**config.mk**
```make
export PLATFORM = sky130hd
export DESIGN_NAME = q100_csr_file
export DESIGN_NICKNAME = d
export VERILOG_FILES = /design/src/rtl/q100_csr_file.sv
export SDC_FILE = /design/constraint.sdc
export NUM_CORES = 1
export LEC_CHECK = 0
export ABC_CLOCK_PERIOD_IN_PS = 3500
export BUFFER_PORTS_ARGS = -buffer_cell sky130_fd_sc_hd__buf_2
export CORE_UTILIZATION = 55
export CTS_BUF_LIST = sky130_fd_sc_hd__clkbuf_4
export CTS_CLUSTER_DIAMETER = 60
export CTS_CLUSTER_SIZE = 16
export DETAILED_ROUTE_END_ITERATION = 7
export PLACE_DENSITY = 0.87
export SKIP_LAST_GASP = 1
export SLEW_MARGIN = 15
export SYNTH_ARGS = -nofsm -noshare
export SYNTH_HDL_FRONTEND = slang
export SYNTH_SLANG_ARGS = --single-unit
```
**constraint.sdc**
```tcl
create_clock -name clk -period 3.5 [get_ports clk]
set_clock_uncertainty 0.1 [all_clocks]
set_input_delay 0.7 -clock clk [delete_from_list [all_inputs] [get_ports clk]]
set_output_delay 0.7 -clock clk [all_outputs]
set_load 0.01 [all_outputs]
```
**src/rtl/q100_csr_file.sv**
```systemverilog
// Machine-mode CSR storage for the Q100 RV32I core: architectural CSRs, 64-bit
// cycle/instret counters, trap entry / mret updates and a forwarded read port.
module q100_csr_file #(
    parameter logic [31:0] HARTID       = 32'd0,
    parameter logic [31:0] MTVEC_RESET  = 32'h0000_0000,
    parameter logic [31:0] MISA_VAL     = 32'h4000_0100,
    localparam int         LEN_CSR_ADDR = 12,
    localparam int         LEN_REG_VAL  = 32
) (
    input  logic                    clk,
    input  logic                    rst,
    input  logic                    csr_vld_i,
    input  logic [LEN_CSR_ADDR-1:0] csr_addr_i,
    input  logic [LEN_REG_VAL-1:0]  csr_value_i,
    input  logic                    retire_i,
    input  logic                    trap_i,
    input  logic [31:0]             trap_cause_i,
    input  logic [31:0]             trap_pc_i,
    input  logic                    mret_i,
    input  logic [LEN_CSR_ADDR-1:0] rd_addr_i,
    output logic [31:0]             rd_data_o,
    output logic                    rd_illegal_o,
    output logic [31:0]             mtvec_o,
    output logic [31:0]             mepc_o,
    output logic                    mie_o
);

    localparam logic [11:0] ADDR_MSTATUS   = 12'h300;
    localparam logic [11:0] ADDR_MISA      = 12'h301;
    localparam logic [11:0] ADDR_MIE       = 12'h304;
    localparam logic [11:0] ADDR_MTVEC     = 12'h305;
    localparam logic [11:0] ADDR_MSCRATCH  = 12'h340;
    localparam logic [11:0] ADDR_MEPC      = 12'h341;
    localparam logic [11:0] ADDR_MCAUSE    = 12'h342;
    localparam logic [11:0] ADDR_MCYCLE    = 12'hB00;
    localparam logic [11:0] ADDR_MCYCLEH   = 12'hB80;
    localparam logic [11:0] ADDR_MINSTRET  = 12'hB02;
    localparam logic [11:0] ADDR_MINSTRETH = 12'hB82;
    localparam logic [11:0] ADDR_CYCLE     = 12'hC00;
    localparam logic [11:0] ADDR_CYCLEH    = 12'hC80;
    localparam logic [11:0] ADDR_INSTRET   = 12'hC02;
    localparam logic [11:0] ADDR_INSTRETH  = 12'hC82;
    localparam logic [11:0] ADDR_MHARTID   = 12'hF14;

    localparam logic [31:0] ALL_ONES = 32'hFFFF_FFFF;

    logic        status_mie;
    logic        status_mpie;
    logic [31:0] mie_csr;
    logic [31:0] mtvec;
    logic [31:0] mscratch;
    logic [31:0] mepc;
    logic [31:0] mcause;
    logic [63:0] cycle_cnt;
    logic [63:0] instret_cnt;

    logic        wr_en;
    logic        wr_mstatus;
    logic        wr_mie;
    logic        wr_mtvec;
    logic        wr_mscratch;
    logic        wr_mepc;
    logic        wr_mcause;
    logic        wr_mcycle;
    logic        wr_mcycleh;
    logic        wr_minstret;
    logic        wr_minstreth;
    logic        rd_fwd;

    logic [31:0] cycle_lo_next;
    logic [31:0] cycle_hi_next;
    logic [31:0] instret_lo_next;
    logic [31:0] instret_hi_next;
    logic        cycle_carry;
    logic        instret_carry;

    function automatic logic [31:0] fmt_mstatus(input logic p, input logic e);
        return {19'b0, 2'b11, 3'b0, p, 3'b0, e, 3'b0};
    endfunction

    // A trap swallows the whole WB write; mret only blocks the mstatus write.
    assign wr_en        = csr_vld_i && !trap_i;
    assign wr_mstatus   = wr_en && !mret_i && (csr_addr_i == ADDR_MSTATUS);
    assign wr_mie       = wr_en && (csr_addr_i == ADDR_MIE);
    assign wr_mtvec     = wr_en && (csr_addr_i == ADDR_MTVEC);
    assign wr_mscratch  = wr_en && (csr_addr_i == ADDR_MSCRATCH);
    assign wr_mepc      = wr_en && (csr_addr_i == ADDR_MEPC);
    assign wr_mcause    = wr_en && (csr_addr_i == ADDR_MCAUSE);
    assign wr_mcycle    = wr_en && (csr_addr_i == ADDR_MCYCLE);
    assign wr_mcycleh   = wr_en && (csr_addr_i == ADDR_MCYCLEH);
    assign wr_minstret  = wr_en && (csr_addr_i == ADDR_MINSTRET);
    assign wr_minstreth = wr_en && (csr_addr_i == ADDR_MINSTRETH);

    // A written half replaces its increment; the other half still sees the carry.
    assign cycle_carry     = (cycle_cnt[31:0] == ALL_ONES);
    assign cycle_lo_next   = wr_mcycle ? csr_value_i : cycle_cnt[31:0] + 32'd1;
    assign cycle_hi_next   = wr_mcycleh ? csr_value_i
                                        : cycle_cnt[63:32] + {31'b0, cycle_carry};
    assign instret_carry   = retire_i && (instret_cnt[31:0] == ALL_ONES);
    assign instret_lo_next = wr_minstret ? csr_value_i
                                         : instret_cnt[31:0] + {31'b0, retire_i};
    assign instret_hi_next = wr_minstreth ? csr_value_i
                                          : instret_cnt[63:32] + {31'b0, instret_carry};

    always_ff @(posedge clk) begin
        if (rst) begin
            status_mie  <= 1'b0;
            status_mpie <= 1'b0;
        end else if (trap_i) begin
            status_mpie <= status_mie;
            status_mie  <= 1'b0;
        end else if (mret_i) begin
            status_mie  <= status_mpie;
            status_mpie <= 1'b1;
        end else if (wr_mstatus) begin
            status_mie  <= csr_value_i[3];
            status_mpie <= csr_value_i[7];
        end
    end

    always_ff @(posedge clk) begin
        if (rst) begin
            mepc   <= 32'd0;
            mcause <= 32'd0;
        end else if (trap_i) begin
            mepc   <= {trap_pc_i[31:2], 2'b00};
            mcause <= trap_cause_i;
        end else begin
            if (wr_mepc) begin
                mepc <= {csr_value_i[31:2], 2'b00};
            end
            if (wr_mcause) begin
                mcause <= csr_value_i;
            end
        end
    end

    always_ff @(posedge clk) begin
        if (rst) begin
            mie_csr  <= 32'd0;
            mtvec    <= {MTVEC_RESET[31:2], 2'b00};
            mscratch <= 32'd0;
        end else begin
            if (wr_mie) begin
                mie_csr <= csr_value_i;
            end
            if (wr_mtvec) begin
                mtvec <= {csr_value_i[31:2], 2'b00};
            end
            if (wr_mscratch) begin
                mscratch <= csr_value_i;
            end
        end
    end

    always_ff @(posedge clk) begin
        if (rst) begin
            cycle_cnt   <= 64'd0;
            instret_cnt <= 64'd0;
        end else begin
            cycle_cnt   <= {cycle_hi_next, cycle_lo_next};
            instret_cnt <= {instret_hi_next, instret_lo_next};
        end
    end

    // Forwarding returns the post-edge value of a same-cycle write; counters never forward.
    assign rd_fwd = wr_en && (csr_addr_i == rd_addr_i);

    always_comb begin
        rd_data_o    = 32'd0;
        rd_illegal_o = 1'b0;
        unique case (rd_addr_i)
            ADDR_MSTATUS:   rd_data_o = (rd_fwd && !mret_i)
                                        ? fmt_mstatus(csr_value_i[7], csr_value_i[3])
                                        : fmt_mstatus(status_mpie, status_mie);
            ADDR_MISA:      rd_data_o = MISA_VAL;
            ADDR_MIE:       rd_data_o = rd_fwd ? csr_value_i : mie_csr;
            ADDR_MTVEC:     rd_data_o = rd_fwd ? {csr_value_i[31:2], 2'b00} : mtvec;
            ADDR_MSCRATCH:  rd_data_o = rd_fwd ? csr_value_i : mscratch;
            ADDR_MEPC:      rd_data_o = rd_fwd ? {csr_value_i[31:2], 2'b00} : mepc;
            ADDR_MCAUSE:    rd_data_o = rd_fwd ? csr_value_i : mcause;
            ADDR_MCYCLE,
            ADDR_CYCLE:     rd_data_o = cycle_cnt[31:0];
            ADDR_MCYCLEH,
            ADDR_CYCLEH:    rd_data_o = cycle_cnt[63:32];
            ADDR_MINSTRET,
            ADDR_INSTRET:   rd_data_o = instret_cnt[31:0];
            ADDR_MINSTRETH,
            ADDR_INSTRETH:  rd_data_o = instret_cnt[63:32];
            ADDR_MHARTID:   rd_data_o = HARTID;
            default:        rd_illegal_o = 1'b1;
        endcase
    end

    assign mtvec_o = mtvec;
    assign mepc_o  = mepc;
    assign mie_o   = status_mie;

endmodule

```
# --- Yosys cells after proc, flatten, opt, wreduce, memory -nomap -nowiden ---
# Index checks and enable logic that the tools add are counted.
word_totals:
  ff_bits: 286
  inputBits: 126
  out_inout_bits: 98
  elab_cells: 90
classes:
  n_addsub: 4
  eq_ne: 29
  n_mux: 21
  reduce_logical: 27
ops:
  columns: ["cell", "count"]
  rows:
  - ["$mux W32", 13]
  - ["$pmux W32 S11", 1]
  - ["$eq A12 B10 Y1 const B", 13]
  - ["$eq A12 B12 Y1 const B", 13]
  - ["$add A32 B1 Y32", 3]
  - ["$eq A32 B32 Y1 const B", 2]
  - ["$add A32 B1 Y32 const B", 1]
  - ["$reduce_or A16 Y1", 1]
  - ["$logic_and A1 B1 Y1", 15]
  - ["$eq A12 B12 Y1", 1]
  - ["$reduce_or A2 Y1", 5]
  - ["$mux W8", 1]
  - ["$mux W1", 6]
  - ["$reduce_bool A2 Y1", 3]
  - ["$reduce_bool A3 Y1", 1]
  - ["$logic_not A1 Y1", 2]

# --- Depth between registers and ports, before layout ---
depth:
  ltp_word: 7
  depth_mapped: 15
  ltp_nobuf: 14

# --- Least setup slack after synthesis ---
# Ideal clock, no wire load.
synth_path:
  path_kind: "reg2reg"
  startpoint: "register instret_cnt[14]"
  endpoint: "register instret_cnt[54]"
  setup_time_ps: 86
  arrival_time_ps: 2947
  t_required_ps: 3314
  setup_slack_ps: 367
  path_stages_with_launch: 12
  n_path_buf: 1
  period_less_slack_ps: 3133
  cell_sequence: "dfxtp_1 -> and4_1 -> and4_1 -> buf_2 -> nand4_1 -> nor4_1 -> ha_1 -> nand3_2 -> nor4_1 -> nand4_1 -> xor2_1 -> a211oi_1"
synth_between:
  elab_chain_cells: 4
synth_lines:
  columns: ["item", "line", "text"]
  rows:
  - ["start, declared", "55", "logic [63:0] instret_cnt;"]
  - ["start signal, assigned", "162", "instret_cnt <= {instret_hi_next, instret_lo_next};"]
  - ["$eq A32 B32 Y1", "99", "assign instret_carry = retire_i && (instret_cnt[31:0] == ALL_ONES);"]
  - ["$logic_and A1 B1 Y1", "99", null]
  - ["$add A32 B1 Y32", "103", ": instret_cnt[63:32] + {31'b0, instret_carry};"]
  - ["$mux W32", "102", "assign instret_hi_next = wr_minstreth ? csr_value_i"]
# No other way between the ends.
# A chain may end at the register's enable or synchronous reset.

# --- Worst setup path in the final report ---
layout_path:
  startpoint: "input port rd_addr_i[11]"
  endpoint: "output port rd_illegal_o"
layout_between:
  elab_chain_cells: 3
  word_cells_on_any_way: 18
  cone_classes: "eq/ne: 16; mux: 1; reduce/logical: 1"
layout_lines:
  columns: ["item", "line", "text"]
  rows:
  - ["start, declared", "20", "input logic [LEN_CSR_ADDR-1:0] rd_addr_i,"]
  - ["$eq A12 B12 Y1 or $eq A12 B10 Y1 (tied branches)", "172", "unique case (rd_addr_i)"]
  - ["$reduce_or A16 Y1 (no line) (*)", null, null]
  - ["$mux W1 (*)", "172", null]
  - ["end, declared", "22", "output logic rd_illegal_o,"]
# Every way passes the cells marked *; elsewhere a longest branch is shown, timed or not.

==> results by group <==
Timing
  – Share of the cycle needed by the critical path after routing: 101.2%
  – Fin crit period: ~3500 ps
  – Setup Viol. Count Final: 3
  – Endpoints failing hold: 0
  – Post-layout worst setup margin: -42.98 ps
  – Max-Slew Margin vs Limit: roughly 53%
  – Max Clk Rate: about 0.28 GHz
  – Count of pins over their slew limit: 0
  – RSZ-0062 raised after global routing: yes
  – Worst-margin pin slew: between 700 and 800 ps

Yosys
  – Dominant cells by area after synthesis: sky130_fd_sc_hd__dfxtp_1 36%, sky130_fd_sc_hd__mux2i_1 9.9%, sky130_fd_sc_hd__nor2_1 8.7%
  – Number of enable flip-flop cells after synthesis: 0
  – Primary flip-flop cell chosen by synthesis mapping: sky130_fd_sc_hd__dfxtp_1
  – Most frequent cell after synthesis: sky130_fd_sc_hd__nor2_1
  – Synth Area per Inst: 8.419 um^2
  – Cell area after synthesis: 16,060 um^2
  – Number of cells produced by synthesis: ~1,900
  – Dominant cell type by area after synthesis: sky130_fd_sc_hd__dfxtp_1
  – Total of flip-flops plus latches after synthesis: around 290
  – Share of synthesized registers carrying an async set or reset: 0%
  – Yosys warning total: 0
  – Netlist cell types: 77
  – List of most frequent post-synthesis cells: 373 x sky130_fd_sc_hd__nor2_1, 286 x sky130_fd_sc_hd__dfxtp_1, 168 x sky130_fd_sc_hd__a211oi_1
  – Fraction of the yosys area taken by sequential cells: 35.66%
  – Share of the synthesized area in the top cell type: 35.66%

Pwr
  – Net load switching power: about 1600 uW
  – Part of the power in combinational logic: a little over a tenth
  – VDD IR-drop max: approximately 0.3 mV
  – Clock share of power: about 29%
  – Internal power: roughly 4000 uW
  – Design Power: 5555 uW
  – Total leakage power: between 0.007 and 0.008 uW
  – Seq pwr share: slightly above 60%
  – PwrDens: between 200 and 300 nW/um^2
  – Switching share of total power: 28.23%

Worst setup path
  – Signal arrival time at the worst endpoint: about 2700 ps
  – Cell at the slowest stage of the critical path: sky130_fd_sc_hd__nor4_4
  – Class of the most critical setup path: input port to primary output
  – Startpoint types: input port
  – Max FO, Critical Path: 7
  – Chain of cells forming the critical path: buf_2, and4b_1, or2_1, buf_6, and4_4, buf_6, a221o_1, nor4_4, buf_4, buf_2
  – Required time worst endpoint: around 2700 ps
  – Critical path's largest stage delay: 370 ps
  – Worst Setup End Kind: primary output

Route
  – 1st-pass router iterations: 6
  – Routed wire length per instance: 22.20 um
  – Per-cell via count in the routed design: ~6.5
  – Antenna Nets Post-Route: 0
  – Final wirelength: around 56 mm
  – Number of vias after detailed routing: between 15,000 and 20,000
  – Number of DRC markers after the initial detailed-route iteration: about 2,500
  – Post-route DRC: 0

Job
  – Number of maximum-capacitance constraint violations: 0

Die
  – Die area: approximately 30,000 um^2
  – Standard-cell row count: between 60 and 70
  – Width of the chip: 172.9 um
  – Core region area: 28,700 um^2
  – Initial Utilization: between 50 and 60%
  – DIE HEIGHT: roughly 170 um
  – Number of placed I/O pins: 224

Finish
  – Share of post-route cells with drive strength above 1: 22.86%
  – Sequential standard cell area: around 5700 um^2
  – Fillcell total: ~2,400
  – Layout area overhead: 16.30%
  – Number of nets in the finished design: about 2,300
  – Multi-input combinational cell area: between 9000 and 10,000 um^2
  – Share of the core filled with cells: around two thirds

GRT
  – Pin count of the biggest net entering global routing: 89
  – Number of global-route vias before repair: around 16,000
  – Aggregate global routing overflow: 0
  – First-pass GRT wire length: slightly below 90 mm
  – Number of antenna violations at the first check in global routing: 1
  – Total routing usage reported by global routing: 36.40%

CTS
  – Number of H-tree branching levels: 1
  – Maximum clock path buffer count: 3
  – Root buffer cell: sky130_fd_sc_hd__clkbuf_4
  – CTS tree: built
  – Clock tree sinks: around 290
  – Worst-path clk slew: between 150 and 200 ps
  – Clock Latency Late Sink: 750 ps
  – Number of buffers inserted during clock tree synthesis: 24

Placed design
  – Final weighted congestion in routability-driven placement: just over 1
  – Worst setup slack after placement: -223.7 ps
  – Quantity of I/O buffers inserted on ports: about 220
  – Half-perimeter wire length of the detailed placement result: between 40 and 50 mm

Hold path
  – Class of the most critical hold timing path: input port to flip-flop

Status
  – Violations in the final reports: negative setup slack
  – Status: finished, violations left
## stage by stage
step	cells	TNS, ps	hold slack, ps	area (um^2)
floorplan	1910	0	356.1	16070
global placement	2497	-230.2	369.2	18250
detailed placement	2497	-232.9	380.2	18250
CTS	2534	0	85.30	18560
global route	2537	-267.5	88.97	18670
finish	2538	-63.30	101.8	18670
## per-layer routing
metal | vias to the layer above | GRT usage (%) | part of all wire (%)
met5 | - | 0 | 0
met4 | 0 | 19.47 | 5.7
met1 | 7774 | 47.16 | 38
met3 | 244 | 5.739 | 11
li1 | 7329 | - | -
met2 | 1144 | 58.38 | 45
## cells by family (layout without fill, tap and decap cells)
family / count (synthesis) / count (layout) / share of synthesized area, %
AO/OA/AOI/OAI: 352 / 352 / 16.39
flip-flops: 286 / 286 / 35.66
buffers and inverters: 192 / 434 / 5.112
adder cells (fa/ha/maj): 7 / 7 / 0.5455
other: 1 / 6 / 0.02336
multiplexers: 183 / 183 / 12.80
XOR/XNOR: 130 / 130 / 7.092
AND/OR/NAND/NOR: 756 / 756 / 22.38
## cell type report
| cell class | count | share of cell area [%] |
|---|---|---|
| antenna | 2 | 0.02680 |
| clock buffer | 27 | 1.085 |
| clock inverter | 10 | 0.5025 |
| inverter | 22 | 0.4422 |
| multi-input combinational | 1432 | 51.63 |
| sequential | 286 | 30.68 |
| tap | 384 | 2.573 |
| timing repair buffer | 375 | 13.06 |
## layout by cell type, fill, tap and decap left out, drive strengths merged, types with 8 or more instances in the layout
cell	n
a211oi	181
a21oi	40
a221oi	8
a222oi	12
a22o	9
a22oi	21
a311o	8
and2	13
and3	21
and4	20
buf	373
clkbuf	29
dfxtp	286
inv	23
mux2	8
mux2i	158
mux4	17
nand2	105
nand3	75
nand4	31
nor2	375
nor3	64
nor4	14
nor4b	8
o21ai	34
xnor2	60
xor2	70
## power by group through the flow
| stage | sequential, uW | clock (uW) | combinational [uW] |
|---|---|---|---|
| after global placement | 3430 | 0 | 540 |
| after floorplan | 3420 | 0 | 290 |
| final | 3360 | 1610 | 582 |
| after global routing | 3370 | 1730 | 612 |
| after detailed placement | 3430 | 0 | 554 |
| after CTS | 3360 | 1600 | 558 |
## critical path, delay by kind of cell
kind	cells	cell delay (ps)
compound gates	1	300
buf+inv	5	710
simple gates	4	1030
## sequential cells by signal, summed over array words and instances (netlist names)
signal and cells:
cycle_cnt 64, mtvec_o 30, status_mpie 1, mie_o 1
mscratch 32, instret_cnt 64, mie_csr 32, mcause 32
mepc_o 30
## worst paths after layout
kind	from	end	slack [ps]	cells after the start
min	trap_cause_i[20]	mcause[20]$_SDFFE_PP0P_	100	3
max reg2reg	instret_cnt[15]$_SDFF_PP0_	instret_cnt[63]$_SDFF_PP0_	110	13
max	rd_addr_i[11]	rd_illegal_o	-40	10
min reg2reg	mscratch[2]$_SDFFE_PP0P_	mscratch[2]$_SDFFE_PP0P_	420	2
## repair_timing
item                                    in CTS  in global routing
pin swaps                                    0                  9
hold buffers                                 0                  0
endpoints found under the setup margin       2                 47
gates resized for setup                      3                 30
setup buffers                                0                  2
(Power assumes the default switching activity.)
